[src/rtl/key_event_decoder_if.sv]
// Key event bus: debounced strobe/level from the debouncer into the decoder,
// classified gesture pulses and the held level back out to the control logic.
interface key_event_decoder_if;
  logic key_flag;
  logic key_value;
  logic short_press;
  logic double_click;
  logic long_press;
  logic repeat_pulse;
  logic key_held;

  // Debouncer side: drives the strobe/level pair, observes the events.
  modport master (
    output key_flag,
    output key_value,
    input  short_press,
    input  double_click,
    input  long_press,
    input  repeat_pulse,
    input  key_held
  );

  // Decoder side.
  modport slave (
    input  key_flag,
    input  key_value,
    output short_press,
    output double_click,
    output long_press,
    output repeat_pulse,
    output key_held
  );
endinterface

[src/rtl/key_event_decoder.sv]
// Key gesture classifier: turns the debounced key strobe/level into one-cycle
// short press, double click, long press and auto-repeat pulses, plus a held
// level. All outputs are registered; at most one pulse per cycle.
module key_event_decoder #(
  parameter int unsigned CNT_W      = 32,
  parameter int unsigned LONG_CNT   = 50_000_000,
  parameter int unsigned DCLICK_CNT = 15_000_000,
  parameter int unsigned REPEAT_CNT = 10_000_000
) (
  input  logic                 key_clk,
  input  logic                 key_rst_n,
  key_event_decoder_if.slave   key_bus
);

  typedef enum logic [2:0] {
    ST_IDLE   = 3'd0,
    ST_PRESS1 = 3'd1,
    ST_WAIT2  = 3'd2,
    ST_PRESS2 = 3'd3,
    ST_LONG   = 3'd4
  } state_t;

  localparam logic [CNT_W-1:0] LONG_TERM   = CNT_W'(LONG_CNT - 1);
  localparam logic [CNT_W-1:0] DCLICK_TERM = CNT_W'(DCLICK_CNT - 1);
  localparam logic [CNT_W-1:0] REPEAT_TERM = CNT_W'(REPEAT_CNT - 1);

  state_t           state;
  state_t           state_next;
  logic [CNT_W-1:0] cnt;
  logic [CNT_W-1:0] cnt_next;
  logic             cnt_clr;
  logic             cnt_run;
  logic             pressed_q;
  logic             press_ev;
  logic             release_ev;

  logic             short_next;
  logic             double_next;
  logic             long_next;
  logic             repeat_next;

  logic             short_q;
  logic             double_q;
  logic             long_q;
  logic             repeat_q;

  // A strobe only counts when it changes the tracked level; a strobe that
  // repeats the current level is a settled bounce and is ignored.
  assign press_ev   = key_bus.key_flag & ~key_bus.key_value & ~pressed_q;
  assign release_ev = key_bus.key_flag &  key_bus.key_value &  pressed_q;

  // Tracked debounced level.
  always_ff @(posedge key_clk) begin
    if (!key_rst_n) begin
      pressed_q <= 1'b0;
    end else if (press_ev) begin
      pressed_q <= 1'b1;
    end else if (release_ev) begin
      pressed_q <= 1'b0;
    end
  end

  // State and interval counter registers.
  always_ff @(posedge key_clk) begin
    if (!key_rst_n) begin
      state <= ST_IDLE;
      cnt   <= '0;
    end else begin
      state <= state_next;
      cnt   <= cnt_next;
    end
  end

  // Next-state, counter control and pulse decode; key events take priority
  // over terminal counts so at most one pulse is produced per cycle.
  always_comb begin
    state_next  = state;
    cnt_clr     = 1'b0;
    cnt_run     = 1'b0;
    short_next  = 1'b0;
    double_next = 1'b0;
    long_next   = 1'b0;
    repeat_next = 1'b0;

    case (state)
      ST_IDLE: begin
        if (press_ev) begin
          state_next = ST_PRESS1;
        end
      end

      ST_PRESS1: begin
        cnt_run = 1'b1;
        if (release_ev) begin
          state_next = ST_WAIT2;
        end else if (cnt == LONG_TERM) begin
          state_next = ST_LONG;
          long_next  = 1'b1;
        end
      end

      ST_WAIT2: begin
        cnt_run = 1'b1;
        if (press_ev) begin
          state_next  = ST_PRESS2;
          double_next = 1'b1;
        end else if (cnt == DCLICK_TERM) begin
          state_next = ST_IDLE;
          short_next = 1'b1;
        end
      end

      ST_PRESS2: begin
        if (release_ev) begin
          state_next = ST_IDLE;
        end
      end

      ST_LONG: begin
        cnt_run = 1'b1;
        if (release_ev) begin
          state_next = ST_IDLE;
        end else if (cnt == REPEAT_TERM) begin
          repeat_next = 1'b1;
          cnt_clr     = 1'b1;
        end
      end

      default: begin
        state_next = ST_IDLE;
      end
    endcase

    if (state_next != state) begin
      cnt_clr = 1'b1;
    end

    if (cnt_clr) begin
      cnt_next = '0;
    end else if (cnt_run) begin
      cnt_next = cnt + 1'b1;
    end else begin
      cnt_next = cnt;
    end
  end

  // Registered event pulses.
  always_ff @(posedge key_clk) begin
    if (!key_rst_n) begin
      short_q  <= 1'b0;
      double_q <= 1'b0;
      long_q   <= 1'b0;
      repeat_q <= 1'b0;
    end else begin
      short_q  <= short_next;
      double_q <= double_next;
      long_q   <= long_next;
      repeat_q <= repeat_next;
    end
  end

  assign key_bus.short_press  = short_q;
  assign key_bus.double_click = double_q;
  assign key_bus.long_press   = long_q;
  assign key_bus.repeat_pulse = repeat_q;
  assign key_bus.key_held     = pressed_q;

  // Structural invariants: one pulse at most, counter bounded by the active
  // state's terminal count, and the held level consistent with the state.
  a_one_pulse : assert property (@(posedge key_clk) disable iff (!key_rst_n)
    $onehot0({short_q, double_q, long_q, repeat_q}));

  a_cnt_press1 : assert property (@(posedge key_clk) disable iff (!key_rst_n)
    (state == ST_PRESS1) |-> (cnt <= LONG_TERM));

  a_cnt_wait2 : assert property (@(posedge key_clk) disable iff (!key_rst_n)
    (state == ST_WAIT2) |-> (cnt <= DCLICK_TERM));

  a_cnt_long : assert property (@(posedge key_clk) disable iff (!key_rst_n)
    (state == ST_LONG) |-> (cnt <= REPEAT_TERM));

  a_cnt_idle : assert property (@(posedge key_clk) disable iff (!key_rst_n)
    (state == ST_IDLE || state == ST_PRESS2) |-> (cnt == '0));

  a_held_state : assert property (@(posedge key_clk) disable iff (!key_rst_n)
    pressed_q == (state == ST_PRESS1 || state == ST_PRESS2 || state == ST_LONG));

endmodule

[src/flat_wrapper.sv]
// flat-port wrapper written by rule: the top's interface ports become plain ports
module key_event_decoder_flat 
#(
  parameter int unsigned CNT_W      = 32,
  parameter int unsigned LONG_CNT   = 50_000_000,
  parameter int unsigned DCLICK_CNT = 15_000_000,
  parameter int unsigned REPEAT_CNT = 10_000_000
)
  (key_clk, key_rst_n, key_bus_key_flag, key_bus_key_value, key_bus_short_press, key_bus_double_click, key_bus_long_press, key_bus_repeat_pulse, key_bus_key_held);
  key_event_decoder_if key_bus_i ();
  input  logic key_clk;
  input  logic key_rst_n;
  input wire logic [$bits(key_bus_i.key_flag)-1:0] key_bus_key_flag;
  input wire logic [$bits(key_bus_i.key_value)-1:0] key_bus_key_value;
  output wire logic [$bits(key_bus_i.short_press)-1:0] key_bus_short_press;
  output wire logic [$bits(key_bus_i.double_click)-1:0] key_bus_double_click;
  output wire logic [$bits(key_bus_i.long_press)-1:0] key_bus_long_press;
  output wire logic [$bits(key_bus_i.repeat_pulse)-1:0] key_bus_repeat_pulse;
  output wire logic [$bits(key_bus_i.key_held)-1:0] key_bus_key_held;
  assign key_bus_i.key_flag = key_bus_key_flag;
  assign key_bus_i.key_value = key_bus_key_value;
  assign key_bus_short_press = key_bus_i.short_press;
  assign key_bus_double_click = key_bus_i.double_click;
  assign key_bus_long_press = key_bus_i.long_press;
  assign key_bus_repeat_pulse = key_bus_i.repeat_pulse;
  assign key_bus_key_held = key_bus_i.key_held;
  key_event_decoder #(.CNT_W(CNT_W), .LONG_CNT(LONG_CNT), .DCLICK_CNT(DCLICK_CNT), .REPEAT_CNT(REPEAT_CNT)) u_core (.key_clk(key_clk), .key_rst_n(key_rst_n), .key_bus(key_bus_i));
endmodule
[config.mk]
export PLATFORM = sky130hd
export DESIGN_NAME = key_event_decoder_flat
export DESIGN_NICKNAME = d
export VERILOG_FILES = /design/src/rtl/key_event_decoder_if.sv /design/src/rtl/key_event_decoder.sv /design/src/flat_wrapper.sv
export SDC_FILE = /design/constraint.sdc
export NUM_CORES = 1
export LEC_CHECK = 0
export ABC_AREA = 1
export ABC_CLOCK_PERIOD_IN_PS = 4300
export CAP_MARGIN = 10
export CORE_MARGIN = 2
export CORE_UTILIZATION = 30
export DETAILED_ROUTE_END_ITERATION = 16
export GPL_TIMING_DRIVEN = 0
export SYNTH_ARGS = -nofsm -noshare
export SYNTH_HDL_FRONTEND = slang
export SYNTH_SLANG_ARGS = --single-unit
[constraint.sdc]
create_clock -name key_clk -period 4.3 [get_ports key_clk]
set_input_delay 0.86 -clock key_clk [delete_from_list [all_inputs] [get_ports key_clk]]
set_output_delay 0.86 -clock key_clk [all_outputs]
set_load 0.05 [all_outputs]
==> out/qor.csv, run 1 <==
metric;value;unit
Buf/Inv on CP;3;
clock buffer count from CTS;5;
Data arrival, critical path;2.64;ns
Core Footprint;8763;um2
start point of the critical path;key_bus_key_flag;
Avg WL per Cell;12.25;um
unrepaired setup endpoints after global routing;no;
die footprint;9845;um2
Worst setup EP type;flop;
vias;2604;
share of layout cells above drive strength 1;0.1233;
gr usage total;0.1520;
first-pass GRT wire length;11990;um
syn avg cell area;6.210;um2
list of most frequent post-synthesis cells;102 x nand2_1, 88 x nor2_1, 58 x inv_1;
row cnt;34;
hold buffer count at cts;0;
fin. max-slew vios;0;
# DRC;0;
Syn Inst Count;438;
number of max-cap violations;0;
Die X;99.22;um
largest net degree at the start of global routing;13;
CTS Root Cell;clkbuf_8;
ys flop type;dfxtp_1;
crit-path max FO;10;
clk_skew;0.01266;ns
Die Y;99.22;um
design area;3029;um2
final setup vio count;0;
Final period util;0.5692;
Slowest-stage cell, CP;clkdlybuf4s50_1;
final WL;6887;um
antenna viol nets, final;0;
Setup Fix Bufs, Post-CTS;0;
Yosys Warn Count;0;
Starting Density;0.3104;
Worst slew margin;0.6728;
Max stage delay on crit path;0.53;ns
diodes inserted;0;
CTS H-tree lvls;2;
CP delay by family, top;buffers and inverters;
IO Pins;9;
Peak Freq;408.5;MHz
TNS Setup;0;ns
CTS clock-pin slew for the worst setup and hold paths;0.08;ns
hold_sp;u_core.cnt[1]$_SDFFE_PP0P_;
Port-buffer cells;8;
Crit Path Class;in2reg;
Worst VDD drop;0.00009028;V
Final nets;458;
hold path depth;4;
EDFF count, synth;0;
TritonRoute pass-1 iters;4;
GPL Wtd Cong;0.9537;
critical-path cell list;clkdlybuf4s50_1 -> nand3_2 -> inv_1 -> nor3_2 -> nor2_1 -> nand2_1 -> nand2_1 -> nand2_2 -> nand3_4 -> buf_6 -> nor2_2;
r2r setup slk;2.19;ns
outcome;completed;
vias per cell;4.633;
RR Endpoint;u_core.cnt[14]$_SDFFE_PP0P_;
Critical R2R Launch;u_core.cnt[0]$_SDFFE_PP0P_;
Worst Path Required;4.49;ns
R2R depth;14;
Synth Cell Area;2720;um2
Post-synth ARST share;0;
crit start category;input port;
initial antenna violation count;0;
Power Density;235.2;nW/um2
TritonCTS clock tree;built;
most common cell in the netlist;nand2_1;
Fin. Hold Viols;0;
Post-DP Area;2935;um2
sequential area share after synthesis;0.2944;
share of the synthesized area in the top cell type;0.2944;
largest cells by area after synthesis;dfxtp_1 29%, nand2_1 14%, nor2_1 12%;
Post-Syn Nets;443;
WHS Endpoint;u_core.cnt[1]$_SDFFE_PP0P_;
Pleak;1.124;nW
most frequent CP cell;nand2_1;
initial drt markers;140;
post-synthesis register bit count;40;
cell accounting for the most synthesized area;dfxtp_1;
vias in the first global route;2502;
clock sinks;40;
minimum clock period;2.448;ns
PostCTS Resize Cnt;0;
Netlist cell types;30;
global route overflow;0;
clk_lat worst skew;0.30;ns
CTS Buffer Depth;2;
worst min path class;reg2reg;
placed wire-length estimate;5484;um
Worst-Margin Slew;0.4892;ns
Layout area overhead;11.36;%
==> metrics by stage <==
stage	total power, mW	hold slack (ns)	util	cells	worst slack, ns
floorplan	0.4320	0.5245	-	438	2.328
global placement	0.4505	0.5470	0.3350	554	1.567
detailed placement	0.4513	0.5512	0.3350	554	1.540
CTS	0.7276	0.5669	0.3457	562	1.841
global route	0.7456	0.6055	0.3457	562	1.665
finish	0.7123	0.5690	0.3457	562	1.852
==> cell usage in the layout, fill, tap and decap left out, types with 2 or more instances in the layout <==
| master | count |
|---|---|
| nand2_1 | 102 |
| nor2_1 | 88 |
| inv_1 | 58 |
| dfxtp_1 | 40 |
| nand3_1 | 35 |
| nor2_2 | 25 |
| xor2_1 | 19 |
| a21oi_1 | 15 |
| nor3_1 | 10 |
| nand4_1 | 10 |
| clkdlybuf4s50_1 | 8 |
| clkbuf_8 | 6 |
| nand2_2 | 3 |
| nand3_2 | 3 |
| nor2_4 | 3 |
| buf_6 | 3 |
| nor4_1 | 3 |
| buf_2 | 2 |
| buf_4 | 2 |
| inv_2 | 2 |
| clkbuf_1 | 2 |
| or2_2 | 2 |
| nor3_2 | 2 |
| o21ai_0 | 2 |
==> how the worst max path moves through the flow <==
| stage | end | slack [ns] | cells after the start |
|---|---|---|---|
| after global routing | u_core.cnt[14]$_SDFFE_PP0P_ | 1.66 | 11 |
| after global placement | u_core.cnt[13]$_SDFFE_PP0P_ | 1.57 | 11 |
| after floorplan | u_core.cnt[14]$_SDFFE_PP0P_ | 2.33 | 10 |
| after detailed placement | u_core.cnt[15]$_SDFFE_PP0P_ | 1.54 | 11 |
| after CTS | u_core.cnt[14]$_SDFFE_PP0P_ | 1.84 | 11 |
| final | u_core.cnt[14]$_SDFFE_PP0P_ | 1.85 | 11 |
==> final cells by class <==
type / instances / area (um2)
fill: 962 / 5734
buffer: 8 / 62.56
inverter: 60 / 225.2
multi-input combinational: 330 / 1632
timing repair buffer: 8 / 80.08
clock buffer: 7 / 86.33
tap: 108 / 135.1
clock inverter: 1 / 7.507
sequential: 40 / 800.8
==> cells by family (layout without fill, tap and decap cells) <==
kind of cell               count (synthesis)  after routing  synth area share
DFF                                       40             40            0.2944
and+or+nand+nor                          290            290            0.4940
AOI/OAI and AO/OA                         19             19           0.03680
adders and majority gates                  1              1          0.004599
xor gates and xnor gates                  20             20           0.06440
buffers and inverters                     68             84            0.1058
==> per-layer routing <==
metal,share of wire,track usage,wire (um),vias up
met5,0,0,0,-
met4,0.018,0.05479,124,0
met3,0.038,0.03022,262,12
met2,0.43,0.2417,2964,45
met1,0.51,0.2049,3535,1154
li1,-,-,-,1393
==> state kept, by name, indices dropped and copies added (netlist names) <==
| name | count |
|---|---|
| u_core.key_bus.long_press | 1 |
| u_core.key_bus.key_held | 1 |
| u_core.key_bus.double_click | 1 |
| u_core.state | 3 |
| u_core.key_bus.short_press | 1 |
| u_core.cnt | 32 |
| u_core.key_bus.repeat_pulse | 1 |
==> power breakdown <==
part / switching, mW / internal, mW
clock network: 0.141 / 0.131
logic: 0.0452 / 0.0213
registers: 0.00236 / 0.372
==> tightest hold or removal path, stage by stage (launching register included) <==
cell,delay [ns]
dfxtp_1,0.33
nand2_1,0.06
nand2_1,0.04
inv_1,0.06
nor2_2,0.03
No activity file was read; power rests on OpenSTA's default activity.
==> inputs of run 2 (changes only) <==
--- a/config.mk
+++ b/config.mk
@@ -6,7 +6,7 @@
 export NUM_CORES = 1
 export LEC_CHECK = 0
 export ABC_AREA = 1
-export ABC_CLOCK_PERIOD_IN_PS = 4300
+export ABC_CLOCK_PERIOD_IN_PS = 2000
 export CAP_MARGIN = 10
 export CORE_MARGIN = 2
 export CORE_UTILIZATION = 30
==> constraint.sdc (replaced) <==
create_clock -name key_clk -period 2 [get_ports key_clk]
set_input_delay 0.4 -clock key_clk [delete_from_list [all_inputs] [get_ports key_clk]]
set_output_delay 0.4 -clock key_clk [all_outputs]
set_load 0.05 [all_outputs]
==> out/qor.csv, run 2 (synthesized netlist as in run 1, its figures left out) <==
metric;value;unit;change
Fin. Hold Viols;0;;unchanged
largest net degree at the start of global routing;13;;unchanged
Core Footprint;8763;um2;unchanged
CTS H-tree lvls;2;;unchanged
Pleak;1.238;nW;+10%
commonest non-fill, non-tap cell in the layout;nand2_1;;
switching power total;421.5;uW;+120%
Buf/Inv on CP;1;;-2
Starting Density;0.3104;;unchanged
largest reg by FF count;u_core.cnt;;
# DRC;0;;unchanged
Finished Core Util;0.3721;;+0.02641
Final period util;0.9725;;
initial antenna violation count;0;;unchanged
Seq pwr share;0.510;;-0.016
global route overflow;0;;unchanged
Power Density;485.0;nW/um2;+110%
row cnt;34;;unchanged
Comb pwr share;0.119;;+0.026
GPL Wtd Cong;0.9537;;unchanged
clk_skew;0.009105;ns;-0.003556 ns
R2R depth;14;;unchanged
clock buffer count from CTS;5;;unchanged
critical-path cell list;clkdlybuf4s50_1;;
placed wire-length estimate;5484;um;unchanged
initial drt markers;169;;+21%
crit start category;flop;;
unrepaired setup endpoints after global routing;no;;
Data arrival, critical path;1.54;ns;-1.10 ns
Worst Path Required;1.60;ns;-2.89 ns
gr usage total;0.1563;;+0.004256
Switching Share;0.2665;;+0.002445
Port-buffer cells;8;;unchanged
outcome;completed;;
Worst slew margin;0.6728;;about the same
number of max-cap violations;0;;unchanged
hold buffer count at cts;0;;unchanged
Final nets;470;;+2.6%
start point of the critical path;u_core.key_bus.key_held$_SDFFE_PN0P_;;
CTS Root Cell;clkbuf_8;;
fin. max-slew vios;0;;unchanged
hold path depth;2;;-2
Layout area overhead;19.87;%;
minimum clock period;1.945;ns;
clock sinks;40;;unchanged
CP delay by family, top;buffers and inverters;;
final WL;7164;um;+4.0%
diodes inserted;0;;unchanged
Critical R2R Launch;u_core.cnt[0]$_SDFFE_PP0P_;;
crit-path max FO;4;;-6
TritonRoute pass-1 iters;4;;unchanged
Crit Path Class;reg2out;;
r2r setup slk;0.10;ns;-2.09 ns
CTS Buffer Depth;2;;unchanged
Final WS setup;0.05507;ns;-1.797 ns
WHS Endpoint;u_core.key_bus.key_held$_SDFFE_PN0P_;;
Worst VDD drop;0.0001969;V;+120%
vias;2679;;+2.9%
max reg flops;32;;unchanged
Peak Freq;514.2;MHz;
biggest regs;u_core.cnt (32), u_core.state (3);;
Max stage delay on crit path;0.83;ns;+0.30 ns
Die Y;99.22;um;unchanged
share of layout cells above drive strength 1;0.1953;;+0.07193
IO Pins;9;;unchanged
TritonCTS clock tree;built;;
CTS clock-pin slew for the worst setup and hold paths;0.08;ns;about the same
Die X;99.22;um;unchanged
worst min path class;in2reg;;
vias per cell;4.667;;+0.73%
Worst-Margin Slew;0.4892;ns;-0.00002396 ns
antenna viol nets, final;0;;unchanged
final hold slack;0.3961;ns;-0.1729 ns
Worst setup EP type;primary output;;
first-pass GRT wire length;12320;um;+2.7%
hold_sp;key_bus_key_value;;
dpl ws;-0.3000;ns;-1.840 ns
final setup vio count;0;;unchanged
vias in the first global route;2560;;+2.3%
Slowest-stage cell, CP;clkdlybuf4s50_1;;
most frequent cells in the layout;97 x nand2_1, 82 x nor2_1, 55 x inv_1;;
clock share of power;0.371;;-0.010
Avg WL per Cell;12.48;um;+1.8%
Pint;1.160;mW;+120%
clk_lat worst skew;0.30;ns;about the same
die footprint;9845;um2;unchanged
RR Endpoint;u_core.cnt[4]$_SDFFE_PP0P_;;
## run 2: changes by cell type in the layout (fill, tap and decap cells not counted), moves of 3 or more
cell | previous run | this run
buf_4 | 2 | 11
nor2_1 | 88 | 82
dfxtp_1 | 40 | 35
nand2_1 | 102 | 97
nor2_2 | 25 | 30
dfxtp_2 | 0 | 4
nand2_2 | 3 | 7
inv_1 | 58 | 55
## run 2: layout make-up
cell class	instances	area, um2
inverters	60	227.7
clock buffers	7	86.33
well taps	108	135.1
flip-flops and latches	40	809.5
repair buffers	21	219.0
plain buffers	7	68.82
fillers	954	5503
clock inverters	1	7.507
multi-input cells	330	1707
## run 2: metal layers
metal / routed length (um) / GRT usage / up-vias / part of all wire
met3: 316 / 0.02811 / 13 / 0.044
met2: 3078 / 0.2490 / 56 / 0.43
met5: 0 / 0 / - / 0
li1: - / - / 1412 / -
met4: 191 / 0.05690 / 0 / 0.027
met1: 3577 / 0.2118 / 1198 / 0.50
## run 2: how the worst max path moves through the flow
stage | to | slack (ns) | depth (start not counted)
floorplan | u_core.cnt[14]$_SDFFE_PP0P_ | 0.15 | 10
global placement | u_core.cnt[13]$_SDFFE_PP0P_ | -0.27 | 11
detailed placement | u_core.cnt[15]$_SDFFE_PP0P_ | -0.30 | 11
CTS | u_core.cnt[8]$_SDFFE_PP0P_ | 0.02 | 12
global route | u_core.cnt[3]$_SDFFE_PP0P_ | 0.005 | 12
finish | key_bus_key_held | 0.06 | 1
## run 2: power by group through the flow
stage / combinational, mW / sequential [mW] / clock (mW)
CTS: 0.198 / 0.806 / 0.612
global route: 0.208 / 0.808 / 0.635
floorplan: 0.100 / 0.828 / 0
detailed placement: 0.146 / 0.825 / 0
global placement: 0.145 / 0.824 / 0
finish: 0.189 / 0.807 / 0.586
## run 2: timing repair
item,CTS,global route
cloned,1,0
setup endpoints to repair,30,32
buffers inserted,11,1
gates resized for setup,12,28
pin swaps,4,3
## run 2: through the flow
step / instance area (um2) / setup TNS [ns] / power (mW) / instances
3_5_place_dp: 2935 / -8.693 / 0.9704 / 554
5_1_grt: 3261 / 0 / 1.650 / 574
3_3_place_gp: 2935 / -7.791 / 0.9687 / 554
6_report: 3261 / 0 / 1.582 / 574
4_1_cts: 3192 / 0 / 1.616 / 574
2_1_floorplan: 2720 / 0 / 0.9289 / 438
==> inputs of run 3 (changes only) <==
--- a/config.mk
+++ b/config.mk
@@ -7,7 +7,6 @@
 export LEC_CHECK = 0
 export ABC_AREA = 1
 export ABC_CLOCK_PERIOD_IN_PS = 2000
-export CAP_MARGIN = 10
 export CORE_MARGIN = 2
 export CORE_UTILIZATION = 30
 export DETAILED_ROUTE_END_ITERATION = 16
==> results of run 3 <==
The final DEF is identical to that of run 2; final timing and power are the same.
